**src/rtl/mult_pkg.sv**
```systemverilog
// Shared definitions for the multiplier arbiter: FSM encoding and default sizes.
package mult_pkg;

    localparam int NUM_BITS_DEF = 4;
    localparam int TIMEOUT_DEF  = 64;

    typedef enum logic [1:0] {
        REPOSO  = 2'd0,
        LANZA   = 2'd1,
        ESPERA  = 2'd2,
        ENTREGA = 2'd3
    } estado_t;

    // Width needed for a counter that must be able to hold the value max_val.
    function automatic int ancho_contador(input int max_val);
        return (max_val < 2) ? 1 : $clog2(max_val + 1);
    endfunction

endpackage

```
**src/rtl/arbitro_rr.sv**
```systemverilog
// Two-way round-robin grant: with both requests pending, the one not served last wins.
module arbitro_rr (
    input  logic req0,
    input  logic req1,
    input  logic last_served,
    output logic grant,
    output logic valid
);

    always_comb begin
        valid = req0 | req1;
        grant = 1'b0;
        if (req0 && req1) begin
            grant = ~last_served;
        end else if (req1) begin
            grant = 1'b1;
        end
    end

endmodule

```
**src/rtl/arbitro_multiplicador.sv**
```systemverilog
// Shares one handshake-driven signed multiplier between two requesters, with
// round-robin arbitration and a watchdog on the multiplier's completion flag.
//
// state   | meaning
// REPOSO  | idle, arbitrating pending requests
// LANZA   | m_start pulse, watchdog cleared
// ESPERA  | waiting for a rising edge on m_fin or the watchdog limit
// ENTREGA | one-cycle ack to the granted requester
module arbitro_multiplicador
    import mult_pkg::*;
#(
    parameter int NUM_BITS = NUM_BITS_DEF,
    parameter int TIMEOUT  = TIMEOUT_DEF
) (
    input  logic                  clk,
    input  logic                  rst,
    input  logic                  req0,
    input  logic                  req1,
    input  logic [NUM_BITS-1:0]   op_a0,
    input  logic [NUM_BITS-1:0]   op_b0,
    input  logic [NUM_BITS-1:0]   op_a1,
    input  logic [NUM_BITS-1:0]   op_b1,
    output logic                  ack0,
    output logic                  ack1,
    output logic [2*NUM_BITS-1:0] resultado,
    output logic                  error,
    output logic [NUM_BITS-1:0]   m_multiplicando,
    output logic [NUM_BITS-1:0]   m_multiplicador,
    output logic                  m_start,
    input  logic [2*NUM_BITS-1:0] m_resultado,
    input  logic                  m_fin
);

    localparam int CW = ancho_contador(TIMEOUT);

    estado_t       estado;
    logic [CW-1:0] cnt;
    logic          fin_q;
    logic          g_idx;
    logic          last_served;
    logic          arb_grant;
    logic          arb_valid;

    arbitro_rr u_rr (
        .req0        (req0),
        .req1        (req1),
        .last_served (last_served),
        .grant       (arb_grant),
        .valid       (arb_valid)
    );

    always_ff @(posedge clk or posedge rst) begin
        if (rst) begin
            estado          <= REPOSO;
            cnt             <= '0;
            fin_q           <= 1'b0;
            g_idx           <= 1'b0;
            // "last served = 1" gives requester 0 priority on the first contested grant
            last_served     <= 1'b1;
            ack0            <= 1'b0;
            ack1            <= 1'b0;
            m_start         <= 1'b0;
            resultado       <= '0;
            error           <= 1'b0;
            m_multiplicando <= '0;
            m_multiplicador <= '0;
        end else begin
            fin_q   <= m_fin;
            m_start <= 1'b0;
            ack0    <= 1'b0;
            ack1    <= 1'b0;
            case (estado)
                REPOSO: begin
                    if (arb_valid) begin
                        g_idx           <= arb_grant;
                        last_served     <= arb_grant;
                        m_multiplicando <= arb_grant ? op_a1 : op_a0;
                        m_multiplicador <= arb_grant ? op_b1 : op_b0;
                        m_start         <= 1'b1;
                        estado          <= LANZA;
                    end
                end
                LANZA: begin
                    cnt    <= '0;
                    estado <= ESPERA;
                end
                ESPERA: begin
                    if (m_fin && !fin_q) begin
                        resultado <= m_resultado;
                        error     <= 1'b0;
                        ack0      <= ~g_idx;
                        ack1      <= g_idx;
                        estado    <= ENTREGA;
                    end else if (cnt == CW'(TIMEOUT)) begin
                        resultado <= '0;
                        error     <= 1'b1;
                        ack0      <= ~g_idx;
                        ack1      <= g_idx;
                        estado    <= ENTREGA;
                    end else begin
                        cnt <= cnt + CW'(1);
                    end
                end
                ENTREGA: begin
                    estado <= REPOSO;
                end
                default: begin
                    estado <= REPOSO;
                end
            endcase
        end
    end

endmodule

```
**config.mk**
```make
export PLATFORM = sky130hd
export DESIGN_NAME = arbitro_multiplicador
export DESIGN_NICKNAME = d
export VERILOG_FILES = /design/src/rtl/mult_pkg.sv /design/src/rtl/arbitro_rr.sv /design/src/rtl/arbitro_multiplicador.sv
export SDC_FILE = /design/constraint.sdc
export NUM_CORES = 1
export LEC_CHECK = 0
export BUFFER_PORTS_ARGS = -buffer_cell sky130_fd_sc_hd__clkbuf_2
export CORE_MARGIN = 3
export CORE_UTILIZATION = 39
export CTS_BUF_LIST = sky130_fd_sc_hd__clkbuf_8
export DETAILED_ROUTE_END_ITERATION = 7
export HOLD_SLACK_MARGIN = 0.05
export PLACE_DENSITY_LB_ADDON = 0.08
export SYNTH_ARGS = -nofsm -noshare
export SYNTH_HDL_FRONTEND = slang
export SYNTH_HIERARCHICAL = 1
export SYNTH_SLANG_ARGS = --single-unit
```
**constraint.sdc**
```tcl
create_clock -name clk -period 4.3 [get_ports clk]
set_clock_uncertainty 0.2 [all_clocks]
set_input_delay 0.215 -clock clk [delete_from_list [all_inputs] [get_ports clk]]
set_output_delay 0.215 -clock clk [all_outputs]
set_load 0.05 [all_outputs]
```
Yosys cells after proc, flatten, opt, wreduce, memory -nomap -nowiden
Cells that the tools add are included.
{"block": "totals", "rom_bits": 0, "ff_bits": 32, "latchBits": 0, "out_inout_bits": 20, "inputBits": 29, "elab_cells": 57, "mem_bits_rw": 0, "mem_count": 0}
{"block": "op_classes", "n_shift": 0, "addsub": 1, "mul": 0, "bitwise_logic": 3, "div": 0, "n_lt_le_gt_ge": 0, "reduce_logical": 10, "n_eq_ne": 8, "muxes": 23}
{"op": "8-bit 2-to-1 mux", "n": 2}
{"op": "7-bit 2-to-1 mux", "n": 2}
{"op": "7-bit case mux with 2 select lines", "n": 1}
{"op": "1-bit 2-to-1 mux", "n": 12}
{"op": "4-bit 2-to-1 mux", "n": 2}
{"op": "2-bit case mux with 4 select lines", "n": 1}
{"op": "7-bit by 1-bit adder with 7-bit output, second input constant", "n": 1}
{"op": "7-bit == test, second input constant", "n": 1}
{"op": "2-bit 2-to-1 mux", "n": 3}
{"op": "2-bit != test, second input constant", "n": 3}
{"op": "2-bit AND reduction", "n": 3}
{"op": "2-bit == test, second input constant", "n": 2}
{"op": "2-bit nonzero test", "n": 2}
{"op": "3-bit != test, second input constant", "n": 1}
{"op": "3-bit AND reduction", "n": 1}
{"op": "2-bit by 1-bit == test with 1-bit output, second input constant", "n": 1}
{"op": "1-bit logical AND", "n": 2}
{"op": "2-bit logical NOT", "n": 1}
{"op": "1-bit inverter", "n": 2}
{"op": "1-bit logical NOT", "n": 1}
{"op": "1-bit OR", "n": 1}

Logic depth before layout (Yosys ltp)
{"block": "logic_depth", "ltp_word": 4, "depth_mapped": 7, "mapped_depth_nobuf": 6}

Hierarchy
The synthesis kept the hierarchy.
{"module": "arbitro_multiplicador", "area_per_inst_um2": 1521.5, "seq_area_each_um2": 802.0, "n_inst": 1, "cells_per_inst": 150}
{"module": "arbitro_rr", "area_per_inst_um2": 13.8, "seq_area_each_um2": 0.0, "n_inst": 1, "cells_per_inst": 2}

Worst setup path after synthesis
Ideal clock, no wire load.
{"block": "synth_path", "path_kind": "reg-to-reg", "start": "register estado[0]", "end": "register estado[1]", "stages_incl_launch_ff": 8, "arrival_ps": 1525, "t_required_ps": 3975, "setup_time_ps": 125, "setup_slack_ps": 2450, "synth_period_minus_slack_ps": 1850, "n_path_buf": 1, "path_cell_list": "dfrtp_1 inv_1 ha_1 clkbuf_8 inv_1 a311oi_2 nor2_2 mux2_4"}
{"block": "synth_between", "elab_chain_cells": 3, "word_cells_on_any_way": 8, "classes_between": "eq/ne (5); mux (1); reduce/logical (2)"}
{"item": "start, declared", "line_no": "arbitro_multiplicador.sv:36", "text": "estado_t estado;"}
{"item": "start signal, assigned", "line_no": "arbitro_multiplicador.sv:54", "text": "estado <= REPOSO;"}
{"item": "start signal, assigned", "line_no": "arbitro_multiplicador.sv:80", "text": "estado <= LANZA;"}
{"item": "start signal, assigned", "line_no": "arbitro_multiplicador.sv:85", "text": "estado <= ESPERA;"}
{"item": "2-bit == test or 2-bit logical NOT (tied branches)", "line_no": "arbitro_multiplicador.sv:72", "text": "case (estado)"}
{"item": "3-bit != test (no source line) or 2-bit != test (tied branches)"}
{"item": "2-bit AND reduction (no source line)"}
Several ways; a longest one is shown, not always the timed one.
A chain may end at the register's enable or synchronous reset.

Worst setup path after layout
{"block": "layout_path", "start": "register last_served", "end": "register m_multiplicando[2]"}
{"block": "layout_between", "elab_chain_cells": 3}
{"item": "start, declared", "line_no": "arbitro_multiplicador.sv:40", "text": "logic last_served;"}
{"item": "start signal, assigned", "line_no": "arbitro_multiplicador.sv:76", "text": "last_served <= arb_grant;"}
{"item": "1-bit inverter", "line_no": "arbitro_rr.sv:14", "text": "grant = ~last_served;"}
{"item": "1-bit 2-to-1 mux", "line_no": "arbitro_rr.sv:13", "text": "if (req0 && req1) begin"}
{"item": "net arb_grant", "line_no": "arbitro_multiplicador.sv:41", "text": "logic arb_grant;"}
{"item": "4-bit 2-to-1 mux", "line_no": "arbitro_multiplicador.sv:77", "text": "m_multiplicando <= arb_grant ? op_a1 : op_a0;"}
{"item": "end signal, assigned", "line_no": "arbitro_multiplicador.sv:77"}
{"item": "end, declared", "line_no": "arbitro_multiplicador.sv:27", "text": "output logic [NUM_BITS-1:0] m_multiplicando,"}
The timed path passes the listed nets, and every way through them passes these cells.

==> metrics.md <==
| Metric | Value |
|---|---|
| Status | completed |
| Fin crit share | 0.568 |
| Met1 wire length | 1480 microns |
| Worst slew pin tran | 1.01 ns |
| Critical path launch point type | flip-flop |
| DRC | 0 |
| Psw | 686 uW |
| R2R Setup Slk | 1.86 ns |
| Routed vias | 1337 |
| Initial antenna violation count | 0 |
| Number of clock sinks | 32 |
| Share of cells above drive strength 1 | 0.283 |
| Peak VDD IR | 0.401 mV |
| Setup violators final | 0 |
| Unique masters post-synth | 39 |
| Area delta synth->final | 36.0% |
| Data arrival, critical path | 2.37 ns |
| Worst Path Required | 4.23 ns |
| FP Rows | 22 |
| Multi-input gate area | 653 sq um |
| PD cells | 683 nW/um^2 |
| I/O Buffers | 48 |
| Vias in the first global route | 1246 |
| Nets | 258 |
| DR iter-0 viols | 106 |
| RSZ-0062 raised after global routing | no |
| Synth Warn # | 6 |
| R2r startpoint | last_served |
| Bufs and invs on worst path | 1 |
| Internal power | 741 uW |
| Setup crit end | m_multiplicando[2] |
| Number of synthesized flops with an enable pin | 0 |
| Height of the die | 68.7 microns |
| Syn avg cell area | 10.1 sq um |
| Gr ovfl total | 0 |
| Cell Area, Synth | 1540 sq um |
| Max H-tree Level | 2 |
| Hold Slack | 0.0489 ns |
| Crit. Startpoint | last_served |
| Largest net degree at the start of global routing | 33 |
| Boundary Pins | 49 |
| Resized cells post-CTS | 0 |
| Reg2reg path depth | 4 |
| Setup TNS | 0 ns |
| CTS clk-pin slew, worst paths | 0.06 ns |
| Root buf cell | clkbuf_8 |
| Crit Path Category | reg -> reg |
| Max-Cap Viols | 0 |
| Switching share of power | 0.481 |
| First-pass GRT wire length | 5660 microns |
| CP Depth | 4 |
| Register bit total from synthesis | 32 |
| CTS tree | done |
| HPWL after detailed placement | 2410 microns |
| Crit Path Max Fanout | 9 |
| Antenna Nets Post-Route | 0 |
| Postcts setup bufs | 0 |
| DRT Pass-1 Iters | 4 |
| Pins over their slew limit | 0 |
| DIE AREA | 4730 sq um |
| Lkg Pwr | 1.03 nW |
| Register area | 802 sq um |
| Register area share after synthesis | 0.522 |
| Final core occ | 0.562 |
| Combinational share of power | 0.508 |
| Total core area | 3720 sq um |
| Mapped Nets | 187 |
| Die X-Extent | 68.7 microns |
| Filler cell count in the final layout | 345 |
| Post-synth ARST share | 1.00 |
| Tot GR Track Use | 0.166 |
| Fmax | 410 MHz |
| DR WL met3 | 249 microns |
| Mapped Cells | 152 |
| Max-slew headroom | 0.326 |
| Starting Density | 0.413 |
| Hold Path Class | in -> reg |
| Final Hold Vio Count | 0 |
| Antenna Cells | 0 |
| Critical R2R Capture | m_multiplicando[2] |
| Worst path cell trace | a21boi_1 > mux2i_1 > dlygate4sd3_1 > a21oi_1 |
| Final wirelength | 3600 microns |
| Top FF cell, synth | dfrtp_1 |
| Clock Path Buffers | 2 |
| DR top layer | met4 |
| Worst-Skew Late Latency | 0.28 ns |
| RD Place Congestion | 0.858 |
| Final Critical Period | 2.44 ns |
| Met2 WL | 1830 microns |
| Worst path max stage delay | 0.79 ns |
| Clock share of power | 0.148 |
| CTS buffer count | 5 |
| Top cell family by delay on the critical path | compound AO/OA/AOI/OAI gates |
| WL per Instance | 13.3 microns |
| Vias per inst | 4.93 |
| Hold Buf Count CTS | 21 |
| Worst Setup End Kind | flip-flop |
| Slowest cell on crit path | a21boi_1 |
| Flop pwr share | 0.344 |
synthesized netlist by cell type, types with 2 or more instances:
cell / n / area (sq um)
nor2_1: 12 / 45.0
mux2i_1: 8 / 80.1
nand2b_1: 2 / 12.5
nand2_1: 23 / 86.3
o21ai_0: 13 / 65.1
and3_2: 2 / 15.0
clkbuf_1: 2 / 7.51
nor2b_1: 2 / 12.5
buf_2: 2 / 10.0
nand3_1: 3 / 15.0
ha_1: 6 / 75.1
inv_1: 10 / 37.5
a22o_1: 2 / 17.5
a21oi_1: 9 / 45.0
dfrtp_1: 31 / 776
and2_1: 2 / 12.5
final cells by class:
cell class	instances	share of cell area
inverters	10	0.0180
clock inverters	2	0.00419
well taps	48	0.0288
flip-flops and latches	32	0.384
multi-input cells	104	0.313
clock buffers	5	0.0330
repair buffers	70	0.219
layout by cell type (no fill, tap or decap), types with 2 or more instances in the layout:
master / instances
clkbuf_2: 48
dfrtp_1: 31
nand2_1: 23
dlygate4sd3_1: 21
o21ai_0: 13
nor2_1: 12
inv_1: 11
a21oi_1: 9
mux2i_1: 8
ha_1: 6
clkbuf_8: 5
nand3_1: 3
and3_2: 2
and2_1: 2
nand2b_1: 2
nor2b_1: 2
a22o_1: 2
worst min-delay path: cells and delay by family:
kind	cells	cell delay, ns
mux	1	0.12
compound gates	1	0.08
buf+inv	1	0.08
power groups by stage:
stage,combinational [mW],sequential (mW),clock [mW]
2_1_floorplan,0.286,0.762,0
3_3_place_gp,0.690,0.490,0
3_5_place_dp,0.710,0.496,0
4_1_cts,0.731,0.491,0.217
5_1_grt,0.791,0.509,0.233
6_report,0.725,0.490,0.211
metal layers:
| layer | vias up | global-route usage |
|---|---|---|
| met4 | 0 | 0.0511 |
| met1 | 618 | 0.205 |
| met3 | 5 | 0.0583 |
| met2 | 54 | 0.271 |
| li1 | 660 | - |
| met5 | - | 0 |
flip-flops by register name (all words and copies together), names as in the netlist:
| signal | flops |
|---|---|
| cnt | 7 |
| resultado | 8 |
| ack0 | 1 |
| estado | 2 |
| last_served | 1 |
| m_start | 1 |
| ack1 | 1 |
| m_multiplicador | 4 |
| m_multiplicando | 4 |
| fin_q | 1 |
| error | 1 |
| g_idx | 1 |
worst min path at each step:
stage	end	from	cells after the start
final	m_multiplicador[3]	op_b0[3]	3
after global routing	m_multiplicando[1]	op_a1[1]	3
after CTS	m_multiplicador[2]	op_b1[2]	3
after detailed placement	resultado[7]	rst	3
after global placement	m_start	rst	3
after floorplan	fin_q	m_fin	0
cells by family (layout without fill, tap and decap cells):
logic type               count (synthesis)  count (layout)  synth area share
buffers and inverters                   16              87            0.0522
AO/OA/AOI/OAI                           35              35             0.143
XOR/XNOR                                 1               1           0.00571
multiplexers                             9               9            0.0619
AND/OR/NAND/NOR                         53              53             0.165
flip-flops                              32              32             0.522
adder cells (fa/ha/maj)                  6               6            0.0489
stage by stage:
| step | power [mW] | area [sq um] | cells | setup slack, ns |
|---|---|---|---|---|
| final | 1.43 | 2090 | 271 | 1.86 |
| after global placement | 1.18 | 1800 | 243 | 2.26 |
| after detailed placement | 1.21 | 1800 | 243 | 2.13 |
| after floorplan | 1.05 | 1540 | 152 | 2.45 |
| after global routing | 1.53 | 2090 | 271 | 1.70 |
| after CTS | 1.44 | 2090 | 271 | 1.86 |
Power figures use the tool's default switching activity.
